### config.mk
export PLATFORM = sky130hd
export DESIGN_NAME = bus_arbiter_rr4
export DESIGN_NICKNAME = d
export VERILOG_FILES = /design/src/rtl/bus_arbiter_rr4.sv
export SDC_FILE = /design/constraint.sdc
export NUM_CORES = 1
export LEC_CHECK = 0
export CAP_MARGIN = 20
export CORE_UTILIZATION = 34
export DETAILED_ROUTE_END_ITERATION = 8
export HOLD_SLACK_MARGIN = 0.02
export PLACE_DENSITY = 0.88
export SLEW_MARGIN = 25
export SYNTH_ARGS = -nofsm -noshare
export SYNTH_HDL_FRONTEND = slang
export SYNTH_SLANG_ARGS = --single-unit
### constraint.sdc
create_clock -name clk -period 3.1 [get_ports clk]
set_input_delay 0.465 -clock clk [delete_from_list [all_inputs] [get_ports clk]]
set_output_delay 0.465 -clock clk [all_outputs]
set_load 0.02 [all_outputs]
### src/rtl/bus_arbiter_rr4.sv
// bus_arbiter_rr4: round-robin arbiter and sequencer for four 32-bit producers
// sharing one valid/ready output port through an internal MUX4X32D.
//
// Ports:
//   clk        rising-edge clock
//   rst        asynchronous active-high reset
//   req[3:0]   request; req[i] held with d<i> stable until ack[i]
//   d0..d3     requester data words
//   out_ready  downstream accepts the word this cycle
//   lock[3:0]  burst-hold request (present only when ARB_LOCK_EN is defined)
//   grant[3:0] registered one-hot owner (zero when idle)
//   sel[1:0]   registered binary owner; drives the mux select
//   ack[3:0]   one-cycle completion pulse to the owner
//   out_valid  owner still requesting
//   dout       selected word
//   xfer_cnt   completed transfers, wraps 65535 -> 0
//
// Optional feature macro: ARB_LOCK_EN (burst lock; default build leaves it out).

module MUX4X32D (
  input  logic [31:0] a0,
  input  logic [31:0] a1,
  input  logic [31:0] a2,
  input  logic [31:0] a3,
  input  logic [1:0]  s,
  output logic [31:0] y
);

  always_comb begin
    y = a0;
    unique case (s)
      2'd0: y = a0;
      2'd1: y = a1;
      2'd2: y = a2;
      2'd3: y = a3;
      default: y = a0;
    endcase
  end

endmodule

module bus_arbiter_rr4 #(
  parameter int WIDTH = 32
) (
  input  logic             clk,
  input  logic             rst,
  input  logic [3:0]       req,
  input  logic [WIDTH-1:0] d0,
  input  logic [WIDTH-1:0] d1,
  input  logic [WIDTH-1:0] d2,
  input  logic [WIDTH-1:0] d3,
  input  logic             out_ready,
`ifdef ARB_LOCK_EN
  input  logic [3:0]       lock,
`endif
  output logic [3:0]       grant,
  output logic [1:0]       sel,
  output logic [3:0]       ack,
  output logic             out_valid,
  output logic [WIDTH-1:0] dout,
  output logic [15:0]      xfer_cnt
);

  localparam int NREQ = 4;

  typedef enum logic {
    IDLE  = 1'b0,
    GRANT = 1'b1
  } state_t;

  state_t            state_q, state_d;
  logic [NREQ-1:0]   grant_q, grant_d;
  logic [1:0]        sel_q, sel_d;
  logic [1:0]        ptr_q, ptr_d;
  logic [15:0]       cnt_q, cnt_d;

  logic              xfer;
  logic              hold_burst;
  logic [NREQ-1:0]   mask;
  logic [2:0]        pk;

  // Returns {found, index}: first set bit of mask scanning
  // base+1, base+2, base+3, base+4 (mod 4). The scan runs backwards so
  // the nearest candidate is the last one written and therefore wins.
  function automatic logic [2:0] pick(
    input logic [NREQ-1:0] m,
    input logic [1:0]      base
  );
    logic [2:0] r;
    logic [1:0] idx;
    r = 3'b000;
    for (int k = NREQ; k >= 1; k--) begin
      idx = base + 2'(k);
      if (m[idx]) r = {1'b1, idx};
    end
    return r;
  endfunction

  function automatic logic [NREQ-1:0] onehot(input logic [1:0] idx);
    return 4'b0001 << idx;
  endfunction

  // Handshake view of the registered owner.
  assign out_valid = (|grant_q) & req[sel_q];
  assign xfer      = out_valid & out_ready;
  assign ack       = grant_q & {NREQ{xfer}};

  assign grant    = grant_q;
  assign sel      = sel_q;
  assign xfer_cnt = cnt_q;

  always_comb begin
    hold_burst = 1'b0;
`ifdef ARB_LOCK_EN
    // Lock only matters on a completing word; withdrawal drops out_valid
    // and therefore xfer, so it still releases the bus.
    hold_burst = xfer & lock[sel_q];
`endif
  end

  always_comb begin
    state_d = state_q;
    grant_d = grant_q;
    sel_d   = sel_q;
    ptr_d   = ptr_q;
    cnt_d   = cnt_q;
    mask    = '0;
    pk      = '0;

    if (xfer) cnt_d = cnt_q + 16'd1;

    unique case (state_q)
      IDLE: begin
        pk = pick(req, ptr_q);
        if (pk[2]) begin
          state_d = GRANT;
          grant_d = onehot(pk[1:0]);
          sel_d   = pk[1:0];
        end
      end
      GRANT: begin
        if (!req[sel_q]) begin
          // Withdrawal: release, keep priority pointer.
          state_d = IDLE;
          grant_d = '0;
        end else if (xfer && !hold_burst) begin
          // Rotate past the owner and hand over with no bubble if
          // anyone else (including a req rising now) is waiting.
          ptr_d = sel_q;
          mask  = req & ~grant_q;
          pk    = pick(mask, sel_q);
          if (pk[2]) begin
            grant_d = onehot(pk[1:0]);
            sel_d   = pk[1:0];
          end else begin
            state_d = IDLE;
            grant_d = '0;
          end
        end
      end
      default: begin
        state_d = IDLE;
        grant_d = '0;
      end
    endcase
  end

  always_ff @(posedge clk or posedge rst) begin
    if (rst) begin
      state_q <= IDLE;
      grant_q <= '0;
      sel_q   <= 2'd0;
      ptr_q   <= 2'd3;
      cnt_q   <= '0;
    end else begin
      state_q <= state_d;
      grant_q <= grant_d;
      sel_q   <= sel_d;
      ptr_q   <= ptr_d;
      cnt_q   <= cnt_d;
    end
  end

  MUX4X32D u_mux (
    .a0 (d0),
    .a1 (d1),
    .a2 (d2),
    .a3 (d3),
    .s  (sel_q),
    .y  (dout)
  );

endmodule

==> impl_metrics.yaml <==
sta:
  period_minus_slack_ps: 2980
  whs_ps: 483
  tns_ps: 0
  relSlewSlack_pct: 40.8
  fmax_mhz: 336
  slew_viol_final: 0
  rsz0062_at_grt: "false"
  min_period_over_period_pct: 96.0
  setup_viol: 0
  worst_pin_slew_ps: 882
  hold_violations: 0
  fin_skew_ps: 3.89
logic_synthesis:
  syn_area_mm2: 0.00240
  ys_ff_latch: 25
  synth_edf_count: 0
  synth_nets: 410
  yosys_warnings: 0
  seq_area_frac_synth_pct: 26.1
  async_flop_share_pct: 100
  synthFlopType: "dfrtp_1"
  syn_inst: 270
  synth_cell_types: 56
  syn_area_per_cell_um2: 8.90
placement:
  io_buffer_count: 193
  placed_cell_area_mm2: 0.00445
  place.gp.congestion: 0.928
  dp_hpwl_mm: 7.65
detailed_routing:
  vias: 2983
  wl_per_cell_um: 17.6
  first_iter_violations: 222
  ant_nets: 0
  detail_route.wirelength_mm: 9.75
  drt_drc_violations_left: 0
  vias_per_cell: 5.37
  drt_pre_antenna_iters: 7
status:
  status: "complete, no violations"
clocking:
  clk_pin_slew_worst_paths_ps: 80
  cts_setup_buffers: 0
  clk_path_buf_depth: 2
  cts.sinks: 25
  h-tree-depth: 1
  cts_buffers: 3
  clk_latency_ps: 270
  cts_root_buffer: "clkbuf_8"
  cts_tree: "yes"
hold_path:
  hold-path-cell-count: 1
  whs_endpoint: "xfer_cnt[15]$_DFFE_PP0N_"
  hold_path.class: "register to register"
  hp-start: "xfer_cnt[15]$_DFFE_PP0N_"
floorplan:
  ios: 194
  initial_core_util_pct: 35.4
  die_w_um: 86.1
  dieArea_mm2: 0.00741
  core-area_mm2: 0.00679
  rows: 30
  fp.dieH_um: 86.1
setup_path:
  required_ps: 2630
  arrival_ps: 2510
  crit_path_start_kind: "register"
  r2r_slack_ps: 510
  rr_startpoint: "sel[0]$_DFFE_PP0P_"
  setup.worst_path.end_class: "output port"
  cp_max_fo: 32
  reg2reg_depth: 8
  critPathKind: "register to output port"
  timing.rr.end: "grant[1]$_DFFE_PP0P_"
global_route:
  grtUsageTotal_pct: 24.1
  antenna_found_initial: 0
  grt_pass1_wl_mm: 14.3
  grt_max_degree: 33
  grt_pass1_vias: 2890
  overflow: 0
layout:
  syn_to_final_growth_pct: 87.7
  final_layout_size_suffix_gt1_share_pct: 6.75
  final.fill_count: 545
  nNetsFinal: 600
  multi_input_area_mm2: 0.00154
  seqCellArea_um2: 628
  antenna_cells: 0
  final_cell_area_mm2: 0.00451
  fin_util_pct: 66.4
power:
  totalPowerFinal_mw: 3.79
  power.leakage_nw: 1.90
  ir_drop_v: 0.000614
  powerDensity_mw_per_mm2: 840
run:
  maxCapViolations: 0
critical path, stage by stage (launching register included):
cell	delay (ps)
dfrtp_1	360
buf_4	210
inv_1	150
ha_1	240
buf_6	190
a222oi_1	380
mux2i_1	140
clkdlybuf4s50_1	560
synthesized netlist by cell type, types with 2 or more instances:
master	n	area share, %
xor2_1	6	2.2
and3_2	5	1.6
buf_6	2	0.94
dfstp_2	2	2.2
o31ai_1	3	0.94
nand2_1	9	1.4
nor3_1	6	1.2
xnor2_1	9	3.3
clkbuf_1	11	1.7
dfrtp_1	23	24
nand4_1	4	1.0
a31o_1	2	0.73
nor2_1	11	1.7
a22oi_1	2	0.62
inv_1	40	6.2
buf_1	2	0.31
a222oi_1	32	13
mux2i_1	34	14
a2111o_1	2	0.94
nand3_1	4	0.83
and3_1	2	0.52
ha_1	5	2.6
o21ai_0	6	1.2
mux2_2	2	0.94
a21oi_1	5	1.0
mux4_2	2	1.9
nor2b_1	3	0.78
a22o_1	2	0.73
nand2b_1	7	1.8
state kept, by name, summed over array words and instances, names as in the netlist:
name	count
ptr_q	2
sel	2
state_q	1
xfer_cnt	16
grant	4
metal layers:
metal	up-vias	GRT usage, %	part of all wire, %
met5	-	0	0
met4	0	8.18	2.4
met2	146	43.9	50
met3	17	4.81	8.5
li1	1409	-	-
met1	1411	27.8	39
repair_timing:
item / in CTS / in global routing
hold endpoints to repair: 0 / 0
resized for setup: 1 / 3
endpoints found under the setup margin: 4 / 21
hold buffers: 0 / 0
report_power, final:
part           switching [mW]  total (mW)  internal, mW
Combinational            1.58        3.06          1.48
Clock                  0.0994       0.191        0.0920
Sequential              0.115       0.534         0.419
Total                    1.80        3.79          1.99
cell type report:
| class | instances | share of cell area, % |
|---|---|---|
| tap | 96 | 2.66 |
| timing repair buffer | 202 | 44.8 |
| clock buffer | 4 | 0.999 |
| sequential | 25 | 13.9 |
| inverter | 41 | 3.41 |
| multi-input combinational | 187 | 34.2 |
cells in the final DEF (no fill, tap or decap), drive strengths merged, types with 3 or more instances in the layout:
master / Yosys / routed
clkdlybuf4s50: 0 / 191
inv: 40 / 39
mux2i: 34 / 34
a222oi: 32 / 32
dfrtp: 23 / 23
nor2: 11 / 11
nand2: 10 / 10
xnor2: 9 / 9
buf: 6 / 9
nand2b: 7 / 7
and3: 7 / 7
nor3: 6 / 6
xor2: 6 / 6
o21ai: 6 / 6
a21oi: 5 / 5
ha: 5 / 5
nand4: 4 / 4
nand3: 4 / 4
clkbuf: 11 / 4
o31ai: 3 / 3
nor2b: 3 / 3
worst max path at each step:
stage | startpoint | end | slack, ps | cells past startpoint
after floorplan | sel[0]$_DFFE_PP0P_ | dout[10] | 510 | 6
after global routing | sel[0]$_DFFE_PP0P_ | dout[26] | 10 | 7
after CTS | sel[0]$_DFFE_PP0P_ | dout[26] | 60 | 7
after detailed placement | sel[1]$_DFFE_PP0P_ | dout[20] | 270 | 6
after global placement | sel[1]$_DFFE_PP0P_ | dout[26] | 310 | 5
final | sel[0]$_DFFE_PP0P_ | dout[20] | 120 | 7
cell families after synthesis:
logic type	synth area share, %
adders and majority gates	2.60
AOI/OAI and AO/OA	24.9
xor gates and xnor gates	5.47
and+or+nand+nor	14.0
muxes	17.0
buffers and inverters	9.89
DFF	26.1
through the flow:
step / setup WS [ps] / instances
after floorplan: 515 / 270
after global placement: 310 / 551
after detailed placement: 272 / 551
after CTS: 61.9 / 555
after global routing: 12.8 / 555
final: 125 / 555
Power figures use the tool's default switching activity.
